**src/rtl/serial_cla_add_ctrl.sv**
```systemverilog
// ---------------------------------------------------------------------------
// serial_cla_add_ctrl
//
// Purpose: 32-bit add/subtract unit that reuses a single 4-bit carry-lookahead
// adder over eight consecutive cycles, one nibble per cycle, LSB nibble first.
// A start request latches the operands; the result is presented with a
// one-cycle done pulse nine cycles after the start edge.
//
// Ports:
//   clk        rising-edge clock
//   reset      asynchronous active-high reset
//   start      begin an operation (honoured in IDLE and DONE only)
//   sub        0: a + b + carry_in, 1: a - b (computed as a + ~b + 1)
//   a, b       32-bit operands
//   carry_in   carry into bit 0 (add mode only)
//   busy       high while nibbles are being processed
//   done       one-cycle result-valid pulse
//   sum        32-bit result (valid from done until the next operation)
//   carry_out  carry out of bit 31 (for subtract: 1 = no borrow)
//   overflow   signed overflow of the 32-bit result
// ---------------------------------------------------------------------------

// 4-bit carry-lookahead adder: all internal carries come from the
// generate/propagate terms and the carry in, with no ripple between bits.
module four_bit_cla (
    input  logic [3:0] a,
    input  logic [3:0] b,
    input  logic       cin,
    output logic [3:0] s,
    output logic       cout
);
    logic [3:0] g;
    logic [3:0] p;
    logic [4:0] c;

    genvar gi;
    generate
        for (gi = 0; gi < 4; gi++) begin : g_gp
            assign g[gi] = a[gi] & b[gi];
            assign p[gi] = a[gi] ^ b[gi];
        end
    endgenerate

    assign c[0] = cin;
    assign c[1] = g[0] | (p[0] & c[0]);
    assign c[2] = g[1] | (p[1] & g[0]) | (p[1] & p[0] & c[0]);
    assign c[3] = g[2] | (p[2] & g[1]) | (p[2] & p[1] & g[0])
                | (p[2] & p[1] & p[0] & c[0]);
    assign c[4] = g[3] | (p[3] & g[2]) | (p[3] & p[2] & g[1])
                | (p[3] & p[2] & p[1] & g[0])
                | (p[3] & p[2] & p[1] & p[0] & c[0]);

    generate
        for (gi = 0; gi < 4; gi++) begin : g_sum
            assign s[gi] = p[gi] ^ c[gi];
        end
    endgenerate

    assign cout = c[4];
endmodule

module serial_cla_add_ctrl (
    input  logic        clk,
    input  logic        reset,
    input  logic        start,
    input  logic        sub,
    input  logic [31:0] a,
    input  logic [31:0] b,
    input  logic        carry_in,
    output logic        busy,
    output logic        done,
    output logic [31:0] sum,
    output logic        carry_out,
    output logic        overflow
);
    typedef enum logic [1:0] {
        S_IDLE = 2'd0,
        S_RUN  = 2'd1,
        S_DONE = 2'd2
    } state_t;

    state_t      state_reg;
    logic [2:0]  idx_reg;
    logic [31:0] a_reg;       // latched operand A
    logic [31:0] b_reg;       // latched effective operand (b or ~b)
    logic        carry_reg;   // carry into the nibble being processed
    logic [31:0] sum_reg;
    logic        carry_out_reg;
    logic        overflow_reg;
    logic        busy_reg;
    logic        done_reg;

    logic [3:0]  nib_a;
    logic [3:0]  nib_b;
    logic [3:0]  nib_s;
    logic        nib_cout;

    // Nibble idx occupies bits [4*idx+3 : 4*idx].
    assign nib_a = a_reg[{idx_reg, 2'b00} +: 4];
    assign nib_b = b_reg[{idx_reg, 2'b00} +: 4];

    four_bit_cla u_cla (
        .a    (nib_a),
        .b    (nib_b),
        .cin  (carry_reg),
        .s    (nib_s),
        .cout (nib_cout)
    );

    always_ff @(posedge clk or posedge reset) begin
        if (reset) begin
            state_reg     <= S_IDLE;
            idx_reg       <= 3'd0;
            a_reg         <= 32'd0;
            b_reg         <= 32'd0;
            carry_reg     <= 1'b0;
            sum_reg       <= 32'd0;
            carry_out_reg <= 1'b0;
            overflow_reg  <= 1'b0;
            busy_reg      <= 1'b0;
            done_reg      <= 1'b0;
        end else begin
            case (state_reg)
                S_IDLE, S_DONE: begin
                    done_reg <= 1'b0;
                    if (start) begin
                        // Subtraction is a + ~b + 1: invert b here and force
                        // the initial carry so the datapath only ever adds.
                        a_reg     <= a;
                        b_reg     <= sub ? ~b : b;
                        carry_reg <= sub ? 1'b1 : carry_in;
                        idx_reg   <= 3'd0;
                        busy_reg  <= 1'b1;
                        state_reg <= S_RUN;
                    end else begin
                        state_reg <= S_IDLE;
                    end
                end
                S_RUN: begin
                    // start is deliberately not examined here.
                    sum_reg[{idx_reg, 2'b00} +: 4] <= nib_s;
                    carry_reg <= nib_cout;
                    idx_reg   <= idx_reg + 3'd1;
                    if (idx_reg == 3'd7) begin
                        carry_out_reg <= nib_cout;
                        // Same-sign operands yielding a different-sign result.
                        overflow_reg  <= (a_reg[31] == b_reg[31])
                                      && (nib_s[3] != a_reg[31]);
                        busy_reg      <= 1'b0;
                        done_reg      <= 1'b1;
                        state_reg     <= S_DONE;
                    end
                end
                default: begin
                    busy_reg  <= 1'b0;
                    done_reg  <= 1'b0;
                    state_reg <= S_IDLE;
                end
            endcase
        end
    end

    assign busy      = busy_reg;
    assign done      = done_reg;
    assign sum       = sum_reg;
    assign carry_out = carry_out_reg;
    assign overflow  = overflow_reg;
endmodule

```
**config.mk**
```make
export PLATFORM = sky130hd
export DESIGN_NAME = serial_cla_add_ctrl
export DESIGN_NICKNAME = d
export VERILOG_FILES = /design/src/rtl/serial_cla_add_ctrl.sv
export SDC_FILE = /design/constraint.sdc
export NUM_CORES = 1
export LEC_CHECK = 0
export CORE_MARGIN = 3
export CORE_UTILIZATION = 55
export CTS_CLUSTER_DIAMETER = 200
export DETAILED_ROUTE_END_ITERATION = 16
export PLACE_DENSITY = 0.85
export SYNTH_ARGS = -nofsm -noshare
export SYNTH_HDL_FRONTEND = slang
export SYNTH_SLANG_ARGS = --single-unit
```
**constraint.sdc**
```tcl
create_clock -name clk -period 10.85 [get_ports clk]
set_clock_uncertainty 0.1 [all_clocks]
set_input_delay 2.17 -clock clk [delete_from_list [all_inputs] [get_ports clk]]
set_output_delay 2.17 -clock clk [all_outputs]
set_load 0.005 [all_outputs]
```
**Word-level counts from Yosys, hierarchy flattened**

Cells that the tools add are included.

- Input bits: 69
- Flip-flop bits (word level): 106

- Bitwise gates (word level): 39
- Equality and inequality tests: 7
- Multiplexer cells: 15
- Reduce and logical (&&, ||, !) cells: 8
- Shift-type cells: 4
- Add/subtract/negate cells: 2

Operators with widths:

| kind | number |
|---|---|
| $shiftx 32x6->4 | 2 |
| $bwmux 32 | 1 |
| $mux 32 | 1 |
| $not 32->32 | 1 |
| $shift 4x7->32 const A | 1 |
| $shiftx 4x7->32 | 1 |
| $and 1x1->1 | 20 |
| $or 1x1->1 | 10 |
| $reduce_and 2->1 | 4 |
| $xor 1x1->1 | 8 |
| $mux 1 | 7 |
| $neg 5->7 | 1 |
| $pmux 3 s2 | 1 |
| $ne 2x2->1 const B | 2 |
| $pmux 1 s2 | 2 |
| $pmux 2 s2 | 1 |
| $add 3x1->3 const B | 1 |
| $eq 3x3->1 const B | 1 |
| $mux 3 | 1 |
| $eq 2x1->1 const B | 1 |
| $eq 2x2->1 const B | 1 |
| $logic_not 2->1 | 1 |
| $mux 2 | 1 |
| $reduce_bool 2->1 | 1 |
| 4 further kinds | 4 |

**Longest topological paths before layout**

- Depth after elaboration: 9
- Gate-level depth with buffers: 10
- Mapped depth without buffers: 8

**By module**

A second synthesis with hierarchy kept.

- Cell total of the unflattened synthesis: 414
- Area, all modules: 5177.5 um^2

By module, submodules not included:

| module | times used | sequential area each (um^2) | cells an instance | area an instance (um^2) |
|---|---|---|---|---|
| serial_cla_add_ctrl | 1 | 2652.5 | 394 | 5007.3 |
| four_bit_cla | 1 | 0.0 | 20 | 170.2 |

**Worst setup path before layout**

No wires, ideal clock.

- Kind: input port to flip-flop
- Start point: input port start
- End point: register state_reg[0]
- Path slack: 7736 ps
- Required time: 10620 ps
- Buffers on the path: 3
- Stages on the path: 5
- Arrival time: 2884 ps
- Cells stage by stage: nand2b_1 buf_2 clkbuf_1 buf_2 o21ai_0

- Word-level cells in the longest chain between the ends: 2

Ends and longest elaborated chain:

| item | RTL line | RTL |
|---|---|---|
| from (decl) | 65 | `input logic start,` |
| $mux 1 | 126 | `if (start) begin` |
| $pmux 2 s2 | 123 | `case (state_reg)` |
| to (signal assigned) | 134 | `state_reg <= S_RUN;` |
| to (signal assigned) | 136 | `state_reg <= S_IDLE;` |
| to (signal assigned) | 151 | `state_reg <= S_DONE;` |
| to (decl) | 82 | `state_t state_reg;` |

Every way passes these cells.
A chain may end at the register's enable or synchronous reset.

**Worst setup path in the final report**

- Start point: input port start
- End point: register carry_reg

- Word-level cells in the longest chain between the ends: 2

Ends and longest elaborated chain:

| item | RTL line | RTL |
|---|---|---|
| $ne 2x2->1 (no source line) | - |  |
| $reduce_and 2->1 (no source line) | - |  |
| to (signal assigned) | 131 | `carry_reg <= sub ? 1'b1 : carry_in;` |
| to (signal assigned) | 142 | `carry_reg <= nib_cout;` |
| to (decl) | 86 | `logic carry_reg;` |

Every way passes these cells.

==> results.yml <==
run_status:
  outcome: "finished clean"
timing:
  drv_slew: 0
  fin_setup_tns_ns: 0
  max_freq_mhz: 249
  hold_viol_final: 0
  setup_viol: 0
  rsz0062_at_grt: "no"
  max-slew-margin-rel: 0.198
  finalCritPeriodShare: 0.371
  min_period_ns: 4.02
  max_slew.worst_pin.slew_ns: 1.20
placed_design:
  dp.cells: 686
  gp_congestion: 0.836
  io_buffers: 104
  hpwl_um: 8000
  place_area_um2: 6120
final_layout:
  num-fill-cells: 635
  finalNetCount: 671
  stdcell_count: 702
  diodes: 0
  area_delta_synth_final_pct: 25.4
  drive_gt1_frac: 0.0926
  post-route-cell-area_um2: 6310
global_route:
  gr-total-overflow: 0
  grt_pass1_wl_um: 18200
  grt_max_degree: 100
  track_usage: 0.224
  grt_pass1_vias: 3850
  antenna_found_initial: 0
floorplanning:
  die_area_um2: 10300
  ioPinCount: 105
  start_util: 0.572
  chipWidth_um: 102
  core_area_um2: 8810
  dieHeight_um: 102
  core.rowCount: 34
synth:
  synth_nets: 579
  netlist_area_um2: 5030
  yosys_warnings: 0
  syn_area_per_cell_um2: 10.1
  synth.ff_latch_count: 105
  ys_types: 38
  syn_inst: 497
  seq_area_frac_synth: 0.522
setup_path:
  critPathKind: "in2reg"
  reg2reg_from: "idx_reg[0]"
  r2r_slack_ns: 7.22
  worst_r2r_path_depth: 9
  crit_path_end_kind: "flop"
  required_ns: 10.95
  start_kind: "input port"
  worstReg2RegEnd: "sum[3]"
  worstPathArrival_ns: 4.12
  cp_max_fo: 33
drt:
  drcViolationCount: 0
  ant_nets: 0
  dr.pass1.iters: 4
  drtIter0Drc: 188
  vias: 3801
  wl_um: 10900
  avgRoutedWirePerCell_um: 15.6
  via_per_inst: 5.41
clocking:
  htreeDepth: 3
  ctsResizeCount: 0
  hold_buffers: 0
  clkTransAtPathRegs_ns: 0.09
  clk_latency_ns: 0.36
  cts_root_buf: "clkbuf_8"
  cts_tree: "yes"
  cts_sinks: 105
  post_cts_buffers: 0
  cts_buffer_depth: 2
  cts_buffers: 9
pwr:
  power_mw: 1.87
  p_leak_nw: 2.86
  power.density_nw_per_um2: 296
  max-vdd-ir-drop_mv: 0.197
worst_hold_path:
  holdPathEnd: "b_reg[28]"
  hp-class: "reg2reg"
  hold_path_depth: 2
  hp-start: "b_reg[28]"
flow_run:
  cap_violations: 0
[cells in the mapped netlist (all sizes together)]
cell	instances	area, µm²
inv	5	18.8
mux4	16	360
nor3b	3	33.8
o211ai	1	12.5
and2	3	18.8
nand3b	1	7.51
fa	1	20.0
nor4	2	12.5
nand4	5	31.3
a22o	2	17.5
nor3	3	15.0
and3b	1	8.76
nor2	3	11.3
xnor2	35	307
and3	1	6.26
clkbuf	13	48.8
clkinv	1	3.75
nand2	178	668
a41oi	1	8.76
mux2	14	158
o21ai	55	275
a211o	1	8.76
or3	1	6.26
a21oi	3	15.0
ha	12	150
o2111ai	1	8.76
nand2b	3	18.8
a21o	1	7.51
buf	13	68.8
dfrtp	105	2630
nor2b	4	25.0
o221ai	1	8.76
nand3	8	45.0
[worst max path at each step]
stage | startpoint | end | slack [ns] | depth (start not counted)
after floorplan | reset | a_reg[0] | 5.82 | 1
after global placement | start | carry_reg | 6.57 | 5
after detailed placement | start | carry_reg | 6.47 | 5
after CTS | start | carry_reg | 6.85 | 5
after global routing | start | idx_reg[0] | 6.65 | 5
final | start | carry_reg | 6.83 | 5
[kinds of logic after synthesis]
group                      count (synthesis)  share of synthesized area
muxes                                     30                      0.103
AOI/OAI and AO/OA                         66                     0.0721
and+or+nand+nor                          216                      0.180
DFF                                      105                      0.522
buffers and inverters                     32                     0.0278
adders and majority gates                 13                     0.0338
xor gates and xnor gates                  35                     0.0609
[area by class of cell]
cell class	instances	area, µm²	share of cell area
sequential	105	2630	0.416
tap	108	135	0.0214
timing repair buffer	107	1060	0.168
clock inverter	6	67.6	0.0107
clock buffer	10	128	0.0202
multi-input combinational	360	2270	0.360
inverter	6	25.0	0.00396
[through the flow]
step	utilization	hold WS [ns]	worst slack [ns]
2_1_floorplan	-	0.340	5.82
3_3_place_gp	0.695	0.354	6.57
3_5_place_dp	0.695	0.358	6.47
4_1_cts	0.717	0.384	6.85
5_1_grt	0.717	0.394	6.65
6_report	0.717	0.382	6.83
[critical path, stage by stage]
cell and delay, ns:
clkdlybuf4s50_1 0.50, nor2b_2 0.97, nor2_1 0.24, nand2_1 0.13, o221ai_1 0.10
[cells in the final DEF, fill, tap and decap left out, types with 4 or more instances in the layout]
master	instances
nand3_1	7
inv_1	4
nand4_1	5
mux2_2	14
mux4_2	16
dfrtp_1	105
clkbuf_8	9
ha_1	12
o21ai_0	54
clkdlybuf4s50_1	103
xnor2_1	35
nand2_1	178
[layer usage]
metal,GRT usage,vias to the layer above,routed length [µm]
met3,0.0344,20,445
met2,0.378,99,5590
met4,0.0777,0,213
li1,-,1835,-
met5,0,-,0
met1,0.296,1847,4670
[report_power, final]
group          switching [mW]  internal (mW)  total [mW]
registers               0.134          0.566       0.700
clock network           0.135          0.108       0.242
logic                   0.496          0.429       0.925
total                   0.765           1.10        1.87
Note: power is estimated with default switching activity, not from simulation.
